<file path="config.mk">
export PLATFORM = sky130hd
export DESIGN_NAME = bcd_stopwatch_ctrl
export DESIGN_NICKNAME = d
export VERILOG_FILES = /design/src/rtl/bcd_pkg.sv /design/src/rtl/bcd_digit.sv /design/src/rtl/bcd_stopwatch_ctrl.sv
export SDC_FILE = /design/constraint.sdc
export NUM_CORES = 1
export LEC_CHECK = 0
export BUFFER_PORTS_ARGS = -buffer_cell sky130_fd_sc_hd__buf_2
export CORE_UTILIZATION = 40
export DETAILED_ROUTE_END_ITERATION = 8
export HOLD_SLACK_MARGIN = 0.06
export SLEW_MARGIN = 15
export SYNTH_ARGS = -nofsm -noshare
export SYNTH_HDL_FRONTEND = slang
export SYNTH_SLANG_ARGS = --single-unit
</file>
<file path="constraint.sdc">
create_clock -name clk -period 4.82 [get_ports clk]
set_input_delay 0.723 -clock clk [delete_from_list [all_inputs] [get_ports clk]]
set_output_delay 0.723 -clock clk [all_outputs]
set_load 0.05 [all_outputs]
</file>
<file path="src/rtl/bcd_pkg.sv">
// Shared types and constants for the BCD stopwatch: FSM state encoding and BCD digit limits.
package bcd_pkg;

    typedef logic [1:0] state_t;

    localparam state_t IDLE  = 2'd0;
    localparam state_t RUN   = 2'd1;
    localparam state_t PAUSE = 2'd2;
    localparam state_t OVF   = 2'd3;

    localparam int         BCD_W   = 4;
    localparam logic [3:0] BCD_MAX = 4'd9;

endpackage

</file>
<file path="src/rtl/bcd_digit.sv">
// Single BCD counter digit: synchronous clear, increment enable, wraps 9 -> 0.
module bcd_digit
    import bcd_pkg::*;
(
    input  logic             clk,
    input  logic             reset,
    input  logic             clr,
    input  logic             inc,
    output logic [BCD_W-1:0] dig,
    output logic             at_max
);

    always_ff @(posedge clk or negedge reset) begin
        if (!reset) begin
            dig <= '0;
        end else if (clr) begin
            dig <= '0;
        end else if (inc) begin
            dig <= (dig == BCD_MAX) ? '0 : dig + BCD_W'(1);
        end
    end

    assign at_max = (dig == BCD_MAX);

endmodule

</file>
<file path="src/rtl/bcd_stopwatch_ctrl.sv">
// Stopwatch controller: prescaler, start/pause/clear/lap FSM, carry chain across NDIG
// BCD digits, overflow freeze and lap-hold display register.
module bcd_stopwatch_ctrl
    import bcd_pkg::*;
#(
    parameter int NDIG     = 4,
    parameter int PRESCALE = 10
) (
    input  logic                  clk,
    input  logic                  reset,
    input  logic                  start_stop,
    input  logic                  clear,
    input  logic                  lap,
    output logic [BCD_W*NDIG-1:0] count_out,
    output logic [BCD_W*NDIG-1:0] disp_out,
    output logic                  running,
    output logic                  ovf,
    output logic                  tick_out,
    output state_t                state_dbg
);

    localparam int PW = $clog2(PRESCALE);

    state_t                  state;
    logic [PW-1:0]           presc;
    logic                    hold;
    logic [BCD_W*NDIG-1:0]   lap_reg;
    logic [NDIG-1:0]         at_max;
    logic [NDIG-1:0]         inc;
    logic                    all_max;
    logic                    tick;
    logic                    run_carry;

    assign tick    = (state == RUN) && (presc == PW'(PRESCALE - 1));
    assign all_max = &at_max;

    // Ripple the enable upward; a tick at all-nines must not wrap, it freezes into OVF.
    always_comb begin
        run_carry = tick & ~all_max;
        for (int i = 0; i < NDIG; i++) begin
            inc[i]    = run_carry;
            run_carry = run_carry & at_max[i];
        end
    end

    for (genvar g = 0; g < NDIG; g++) begin : g_digit
        bcd_digit u_digit (
            .clk    (clk),
            .reset  (reset),
            .clr    (clear),
            .inc    (inc[g]),
            .dig    (count_out[g*BCD_W +: BCD_W]),
            .at_max (at_max[g])
        );
    end

    always_ff @(posedge clk or negedge reset) begin
        if (!reset) begin
            state   <= IDLE;
            presc   <= '0;
            hold    <= 1'b0;
            lap_reg <= '0;
        end else if (clear) begin
            state   <= IDLE;
            presc   <= '0;
            hold    <= 1'b0;
            lap_reg <= '0;
        end else begin
            case (state)
                IDLE: begin
                    if (start_stop) begin
                        state <= RUN;
                        presc <= '0;
                    end
                end
                RUN: begin
                    presc <= tick ? '0 : presc + PW'(1);
                    if (tick && all_max) state <= OVF;
                    else if (start_stop) state <= PAUSE;
                end
                PAUSE: begin
                    if (start_stop) state <= RUN;
                end
                default: ;
            endcase
            // start_stop outranks lap in the same cycle; lap only acts while counting or paused.
            if (lap && !start_stop && (state == RUN || state == PAUSE)) begin
                if (hold) begin
                    hold <= 1'b0;
                end else begin
                    hold    <= 1'b1;
                    lap_reg <= count_out;
                end
            end
        end
    end

    assign disp_out  = hold ? lap_reg : count_out;
    assign running   = (state == RUN);
    assign ovf       = (state == OVF);
    assign tick_out  = tick;
    assign state_dbg = state;

endmodule

</file>
# Word-level counts from Yosys, hierarchy flattened

Cells that the tools add are included.

Output and inout port bits: 37
Input bits: 5
Register bits after elaboration: 39

Muxes and demuxes: 27
Bitwise logic cells: 5
Eq/ne operators: 11
Reduce and logical (&&, ||, !) cells: 18
$add $sub $neg: 5

Operators with widths:

| cell                | number |
|---|---|
| $mux 4              | 15 |
| $mux 16             | 3 |
| $add 4x1->4 const B | 5 |
| $eq 4x4->1 const B  | 5 |
| $reduce_bool 2->1   | 5 |
| $mux 2              | 4 |
| $pmux 4 s2          | 1 |
| $reduce_bool 3->1   | 2 |
| $and 1x1->1         | 4 |
| $eq 2x2->1 const B  | 2 |
| $logic_and 1x1->1   | 4 |
| $ne 4x3->1 const B  | 1 |
| $pmux 2 s2          | 1 |
| $reduce_and 4->1    | 1 |
| $mux 1              | 3 |
| $ne 3x1->1 const B  | 1 |
| $ne 3x3->1 const B  | 1 |
| $reduce_and 3->1    | 1 |
| $eq 2x1->1 const B  | 1 |
| $logic_not 2->1     | 1 |
| $reduce_and 2->1    | 1 |
| $reduce_or 2->1     | 1 |
| $logic_not 1->1     | 1 |
| $logic_or 1x1->1    | 1 |
| $not 1->1           | 1 |

# Depth between registers and ports, before layout

Gate-level depths: netlist (run 1).

Word-level depth: 9
Mapped depth: 9

# By module

From an unflattened synthesis (run 1), not the netlist that was laid out.

Cell total of the unflattened synthesis: 207
Area total of the unflattened synthesis: 2230.9 um^2

By module, submodules not included:

| module             | times used | cells an instance | area an instance (um^2) |
|---|---|---|---|
| bcd_stopwatch_ctrl | 1          | 111               | 1305.0 |
| bcd_digit          | 4          | 24                | 231.5 |

# Least setup slack after synthesis (run 1)

Ideal clock, no wire load.

Path type: reg2out
Start point: register g_digit[0].u_digit.dig[1]
End point: output disp_out[1]
Arrival time: 1.938 ns
Setup slack: 2.159 ns
Path buffers: 0
Cell stages (with the launch flop): 3
Cells stage by stage: dfrtp_1 inv_1 o21ai_0

Cells in the longest elaborated chain, start to end: 1

Ends and longest elaborated chain:

| what                   | line                     | text |
|---|---|---|
| from (decl)            | bcd_digit.sv:9           | `output logic [BCD_W-1:0] dig,` |
| from (signal assigned) | bcd_digit.sv:19          | `dig <= (dig == BCD_MAX) ? '0 : dig + BCD_W'(1);` |
| $mux 16                | n/a                      |  |
| to (decl)              | bcd_stopwatch_ctrl.sv:15 | `output logic [BCD_W*NDIG-1:0] disp_out,` |

Every way passes these cells.

# Worst setup path in the final report (run 1)

Start point: register state[1] (netlist: state_dbg[1])
End point: output tick_out

Cells in the longest elaborated chain, start to end: 2

Ends and longest elaborated chain:

| what                   | line                     | text |
|---|---|---|
| from (decl)            | bcd_stopwatch_ctrl.sv:24 | `state_t state;` |
| from (signal assigned) | bcd_stopwatch_ctrl.sv:59 | `state <= IDLE;` |
| from (signal assigned) | bcd_stopwatch_ctrl.sv:64 | `state <= IDLE;` |
| from (signal assigned) | bcd_stopwatch_ctrl.sv:72 | `state <= RUN;` |
| $eq 2x1->1             | bcd_stopwatch_ctrl.sv:34 | `assign tick = (state == RUN) && (presc == PW'(PRESCALE - 1));` |
| $logic_and 1x1->1      | bcd_stopwatch_ctrl.sv:34 |  |
| to (decl)              | bcd_stopwatch_ctrl.sv:18 | `output logic tick_out,` |

Every way passes these cells.

==> results.py, run 1 <==
metrics = {
    "timing": {
        "skew_ns": 0.00649,
        "max_freq_mhz": 390,
        "period_share_pct": 53.1,
        "hold_viol_final": 0,
        "worst_pin_slew_ns": 0.886,
        "final_max_slew_viol_count": 0,
        "slew-limit-headroom_pct": 40.9,
        "setup_tns_ns": 0,
        "rsz0062_at_grt": "no",
        "finalCriticalPeriod_ns": 2.56,
        "setup_viol": 0,
    },
    "critical_path": {
        "reg2reg_to": "lap_reg[4]",
        "worstPathArrival_ns": 1.84,
        "worst_path_largest_cell_delay_ns": 0.43,
        "critPathTopFamily": "buffers and inverters",
        "path_buf_inv": 3,
        "rrSetupSlack_ns": 2.59,
        "cp.required_ns": 4.10,
        "path_cells": "inv_1 > ha_1 > nand4b_4 > clkinv_4 > buf_2",
        "reg2reg_depth": 5,
        "crit_path_end_kind": "primary output",
        "start_kind": "register",
        "cpMaxStageDelayCell": "dfrtp_1",
        "r2r_start": "state_dbg[0]",
        "critPathMaxFanout": 9,
        "path_class": "reg2out",
        "crit_cells": 5,
    },
    "yosys": {
        "synthesis.area_um2": 2230,
        "avgSynthCellArea_um2": 10.3,
        "syn-num-nets": 236,
        "synth_top_area_share_pct": 43.7,
        "yosysTopAreaCell": "dfrtp_1",
        "yosysMostFrequentCell": "dfrtp_1",
        "synth_flop_cell": "dfrtp_1",
        "ys_seq_area_share_pct": 43.7,
        "synth_cell_types": 40,
        "ys_warn_count": 0,
        "ys_ff_latch": 39,
        "synthCells": 217,
        "synth_common_cells": "dfrtp_1, a32o_1, nand2_1",
        "synth_edf_count": 0,
        "synthArstFlopShare_pct": 100,
        "synth_area_leaders": "dfrtp_1, ha_1, a32o_1, mux2_2, a21oi_1",
    },
    "layout": {
        "drive_above_1_share_pct": 26.4,
        "syn2layout_area_growth_pct": 14.4,
        "num_antenna_cells": 0,
        "fin_nets": 272,
        "stdcell_count": 324,
        "postLayoutCellArea_um2": 2550,
    },
    "global_routing": {
        "grt_overflow": 0,
        "met1_usage_pct": 26.1,
        "busiest_layer": "met2",
        "met2_usage_pct": 27.9,
        "grt_pass1_vias": 1742,
        "antenna_found_initial": 0,
        "grt_util_met3_pct": 3.21,
        "grt_use_total_pct": 18.3,
        "grt_pass1_wl_um": 8560,
        "grt_start_max_net_pins": 40,
    },
    "clock_tree": {
        "ctsHoldBuffers": 0,
        "ctsHtreeMaxLevel": 2,
        "cts_resized": 0,
        "clock_latency_ns": 0.29,
        "clock_path_buffers": 2,
        "clock_sinks": 39,
        "cts_root_buf": "clkbuf_8",
        "cts.clk_slew.worst_paths_ns": 0.08,
        "cts_buffers": 5,
        "cts_tree": "done",
        "post_cts_buffers": 0,
    },
    "detailed_routing": {
        "drt_first_iter_violations": 116,
        "vias": 1820,
        "dr.pass1.iters": 4,
        "viasPerCell": 5.62,
        "drc": 0,
        "postRouteAntennaNets": 0,
        "drt-total-wl_um": 5020,
        "avgRoutedWirePerCell_um": 15.5,
    },
    "floorplanning": {
        "num_io_pins": 42,
        "die_area_um2": 5880,
        "die_w_um": 76.7,
        "die_h_um": 76.7,
        "coreArea_um2": 5240,
        "start_util_pct": 42.6,
        "std_cell_rows": 26,
    },
    "min_path": {
        "whs_endpoint": "lap_reg[0]",
        "hold_path_class": "reg2reg",
        "worst_hold_path.num_cells": 1,
        "hold_path.startpoint": "lap_reg[0]",
    },
    "placed_design": {
        "gp_congestion": 0.760,
        "post-dp-hpwl_um": 3360,
        "dpl_cell_area_um2": 2460,
        "port-buffer-count": 41,
        "placedCellCount": 316,
    },
    "flow_run": {
        "maxCapViolCount": 0,
    },
    "power_and_ir_drop": {
        "power_per_cell_area_nw_per_um2": 245,
        "ir_worst_vdd_mv": 0.111,
        "p_leak_nw": 1.20,
        "total_power_mw": 0.626,
    },
    "outcome": {
        "status": "finished, final reports clean",
    },
}
-- worst max path at each step --
stage	start	end	slack, ns
3_3_place_gp	clear	state_dbg[1]	2.44
6_report	state_dbg[1]	tick_out	2.26
4_1_cts	state_dbg[1]	tick_out	2.25
2_1_floorplan	g_digit[0].u_digit.dig[1]	disp_out[1]	2.16
5_1_grt	state_dbg[1]	tick_out	2.15
3_5_place_dp	clear	state_dbg[1]	2.42
-- worst reg2reg max path, delay by kind of cell (launching register included) --
| kind | cells | cell delay, ns |
|---|---|---|
| AOI/OAI and AO/OA | 2 | 0.97 |
| adders and majority gates | 1 | 0.29 |
| buffers and inverters | 1 | 0.10 |
| DFF | 1 | 0.44 |
| and+or+nand+nor | 1 | 0.37 |
-- placed cells by master (no fill, tap or decap), types with 2 or more instances in the layout --
cell type	count
a32o_1	17
dfrtp_1	39
buf_2	41
nand3_1	8
mux2_2	12
nor4_1	3
a31oi_1	2
o21ai_0	14
a21oi_1	14
nor3_1	4
or4_1	4
nor2b_1	2
ha_1	14
or3_1	6
or4b_1	2
clkbuf_8	5
inv_1	11
o31ai_1	3
and3b_1	2
nand2_1	17
nand3b_1	4
and2_1	3
nor2_1	8
-- area by class of cell --
cell class | count | area, um2
Fill cell | 517 | 2690
Inverter | 12 | 50.0
Tap cell | 70 | 87.6
Clock inverter | 2 | 12.5
Sequential cell | 39 | 976
Timing Repair Buffer | 41 | 205
Multi-Input combinational cell | 154 | 1150
Clock buffer | 6 | 72.6
-- per-layer routing --
| metal | routed length [um] | part of all wire [%] |
|---|---|---|
| met5 | 0 | 0 |
| met4 | 57 | 1.1 |
| met3 | 190 | 3.8 |
| met2 | 2170 | 43 |
| met1 | 2590 | 52 |
-- metrics by stage --
| stage | setup slack [ns] | hold WS [ns] | util, % |
|---|---|---|---|
| finish | 2.26 | 0.489 | 48.7 |
| global route | 2.15 | 0.518 | 48.7 |
| CTS | 2.25 | 0.495 | 48.7 |
| detailed placement | 2.42 | 0.476 | 47.0 |
| global placement | 2.44 | 0.469 | 47.0 |
| floorplan | 2.16 | 0.427 | - |
-- kinds of logic (layout without fill, tap and decap cells) --
family | count (synthesis) | in the layout | synth area share, %
AO/OA/AOI/OAI | 58 | 58 | 18.6
adder cells (fa/ha/maj) | 14 | 14 | 7.85
buffers and inverters | 24 | 61 | 4.94
flip-flops | 39 | 39 | 43.7
multiplexers | 13 | 13 | 6.51
AND/OR/NAND/NOR | 69 | 69 | 18.3
-- where the power goes --
part	switching [mW]	internal [mW]
Sequential	0.00887	0.331
Clock	0.115	0.101
Combinational	0.0523	0.0174
Total	0.176	0.449
Note: power is estimated with default switching activity, not from simulation.
==> run 2: changes to the inputs <==
--- a/config.mk
+++ b/config.mk
@@ -5,6 +5,7 @@
 export SDC_FILE = /design/constraint.sdc
 export NUM_CORES = 1
 export LEC_CHECK = 0
+export ABC_AREA = 1
 export BUFFER_PORTS_ARGS = -buffer_cell sky130_fd_sc_hd__buf_2
 export CORE_UTILIZATION = 40
 export DETAILED_ROUTE_END_ITERATION = 8
==> constraint.sdc (replaced) <==
create_clock -name clk -period 2.5 [get_ports clk]
set_input_delay 0.375 -clock clk [delete_from_list [all_inputs] [get_ports clk]]
set_output_delay 0.375 -clock clk [all_outputs]
set_load 0.05 [all_outputs]
==> run 2 against run 1 <==
  * Core utilization decreased by 0.52 points
  * Synthesized area increased by 3.7%
  * Largest cell class unchanged
  * Combinational power increased to 9.7 times the previous value
  * Sequential power increased by 120%
  * Flip-flop and latch count unchanged
  * Global-route usage decreased by 0.76 points
  * Critical endpoint is now disp_out[9]
  * Cell area increased by 4.7%
  * First-iteration DRC count decreased by 14%
  * Worst setup slack got worse by 1.8 ns
  * Cell count increased by 21%
  * Die area increased by 3.6%
==> results.py, run 2 <==
metrics = {
    "outcome": {
        "status": "finished, final reports clean",
    },
    "yosys": {
        "avgSynthCellArea_um2": 8.35,
        "synth_common_cells": "nand2_1, dfrtp_1, inv_1, o21ai_0, ha_1",
        "synth_cell_types": 31,
        "synthArstFlopShare_pct": 100,
        "ys_ff_latch": 39,
        "synth_area_leaders": "dfrtp_1, nand2_1, ha_1, o21ai_0, inv_1",
        "ys_warn_count": 0,
        "ys_seq_area_share_pct": 42.2,
        "syn-num-nets": 296,
        "synthCells": 277,
        "synth_flop_cell": "dfrtp_1",
        "yosysMostFrequentCell": "nand2_1",
        "synth_top_area_share_pct": 42.2,
        "yosysTopAreaCell": "dfrtp_1",
        "synthesis.area_um2": 2310,
        "synth_edf_count": 0,
    },
    "clock_tree": {
        "cts_buffers": 5,
        "cts.clk_slew.worst_paths_ns": 0.08,
        "ctsHtreeMaxLevel": 2,
        "clock_path_buffers": 2,
        "post_cts_buffers": 0,
        "clock_sinks": 39,
        "cts_root_buf": "clkbuf_8",
        "clock_latency_ns": 0.29,
        "cts_resized": 0,
        "cts_tree": "done",
        "ctsHoldBuffers": 0,
    },
    "critical_path": {
        "reg2reg_depth": 9,
        "path_cells": "buf_4 > o21ai_0 > buf_2",
        "reg2reg_to": "g_digit[3].u_digit.dig[3]",
        "worstPathArrival_ns": 1.71,
        "crit_start": "hold",
        "rrSetupSlack_ns": 0.83,
        "path_class": "reg2out",
        "crit_path_end_kind": "primary output",
        "critPathTopFamily": "buffers and inverters",
        "cpMaxStageDelayCell": "dfrtp_1",
        "r2r_start": "state_dbg[1]",
        "path_buf_inv": 2,
        "critPathMaxFanout": 18,
        "cp.required_ns": 2.12,
        "worst_path_largest_cell_delay_ns": 0.54,
        "start_kind": "register",
    },
    "layout": {
        "fin_nets": 339,
        "num_antenna_cells": 0,
        "fillers": 564,
        "drive_above_1_share_pct": 24.7,
        "syn2layout_area_growth_pct": 15.4,
        "layout_common_cells": "nand2_1, buf_2, dfrtp_1, inv_1, o21ai_0",
        "layout_commonest_cell": "nand2_1",
        "postLayoutCellArea_um2": 2670,
        "final_util_pct": 48.2,
    },
    "global_routing": {
        "grt_start_max_net_pins": 40,
        "grt_overflow": 0,
        "grt_pass1_wl_um": 8460,
        "busiest_layer": "met2",
        "grt_use_total_pct": 17.6,
        "met2_usage_pct": 28.9,
        "met1_usage_pct": 23.5,
        "grt_util_met3_pct": 3.49,
        "grt_pass1_vias": 1809,
        "antenna_found_initial": 0,
    },
    "flow_run": {
        "maxCapViolCount": 0,
    },
    "placed_design": {
        "dpl_cell_area_um2": 2580,
        "port-buffer-count": 41,
        "gp_congestion": 0.831,
        "post-dp-hpwl_um": 3550,
    },
    "power_and_ir_drop": {
        "p_leak_nw": 1.29,
        "p_sw_share_pct": 43.1,
        "total_power_mw": 1.86,
        "power_per_cell_area_nw_per_um2": 698,
        "ir_worst_vdd_mv": 0.290,
        "clkPwrFrac_pct": 23.2,
        "intPower_mw": 1.06,
        "pwr-share-seq_pct": 40.6,
        "p_comb_share_pct": 36.2,
        "p_switching_mw": 0.803,
    },
    "timing": {
        "finalCriticalPeriod_ns": 2.08,
        "period_share_pct": 83.3,
        "hold_ws_ns": 0.204,
        "skew_ns": 0.00612,
        "max_freq_mhz": 480,
        "setup_tns_ns": 0,
        "hold_viol_final": 0,
        "final_max_slew_viol_count": 0,
        "setup_viol": 0,
        "worst_pin_slew_ns": 0.888,
        "slew-limit-headroom_pct": 40.8,
        "rsz0062_at_grt": "no",
    },
    "detailed_routing": {
        "drt-total-wl_um": 4930,
        "avgRoutedWirePerCell_um": 12.6,
        "viasPerCell": 4.85,
        "dr.pass1.iters": 4,
        "drc": 0,
        "drt_first_iter_violations": 100,
        "vias": 1901,
        "postRouteAntennaNets": 0,
    },
    "floorplanning": {
        "start_util_pct": 41.8,
        "die_h_um": 78.1,
        "die_w_um": 78.1,
        "num_io_pins": 42,
        "die_area_um2": 6090,
        "coreArea_um2": 5540,
        "std_cell_rows": 27,
    },
    "min_path": {
        "hold_path_class": "in2async",
    },
}
==> run 2: cell types whose count changed in the layout (fill, tap and decap cells not counted), sizes merged, moves of 8 or more <==
cell	delta
inv	+33
nand3	+8
a32o	-17
mux2	-12
a21oi	-11
nand4	+8
o21ai	+32
nand2	+45
==> run 2: cells by family after synthesis <==
group           share of synthesized area, %
buf+inv                                 8.92
flops                                   42.2
mux                                    0.433
xor+xnor                                3.03
simple gates                            23.9
fa+ha+maj                               7.57
compound gates                          14.0
==> run 2: through the flow <==
step	cells	worst slack [ns]
after global routing	392	0.223
after floorplan	277	0.135
final	392	0.418
after detailed placement	385	0.730
after global placement	385	0.724
after CTS	392	0.398
==> run 2: final cells by class <==
| cell class | count | area [um2] | share of cell area [%] |
|---|---|---|---|
| Timing Repair Buffer | 43 | 220 | 8.25 |
| Inverter | 44 | 165 | 6.19 |
| Clock buffer | 6 | 82.6 | 3.09 |
| Sequential cell | 39 | 976 | 36.6 |
| Tap cell | 72 | 90.1 | 3.37 |
| Clock inverter | 1 | 5.00 | 0.187 |
| Multi-Input combinational cell | 187 | 1130 | 42.4 |
==> run 2: routing by layer <==
metal | wire length [um] | part of all wire, %
met5 | 0 | 0
met4 | 56 | 1.1
met3 | 165 | 3.3
met2 | 2370 | 48
met1 | 2340 | 47
==> run 2: worst register-to-register path: stages (launching register included) <==
cell and delay (ns):
dfrtp_1 0.42, inv_1 0.09, ha_1 0.28, inv_2 0.12, nor2_8 0.18, nand4_4 0.12
nand2_2 0.13, nand2_4 0.10, nand2_1 0.09, o21ai_2 0.05
==> run 2: worst max-delay path by stage <==
stage / to / slack (ns) / cells past startpoint
4_1_cts: disp_out[9] / 0.40 / 3
2_1_floorplan: g_digit[3].u_digit.dig[3] / 0.13 / 8
6_report: disp_out[9] / 0.42 / 3
3_3_place_gp: disp_out[9] / 0.72 / 3
5_1_grt: disp_out[9] / 0.22 / 4
3_5_place_dp: disp_out[9] / 0.73 / 3
==> run 2: power by group through the flow <==
stage	registers [mW]	clock network (mW)	logic, mW
2_1_floorplan	0.829	0	0.466
3_3_place_gp	0.767	0	0.677
3_5_place_dp	0.769	0	0.678
4_1_cts	0.757	0.449	0.680
5_1_grt	0.768	0.468	0.743
6_report	0.756	0.433	0.674
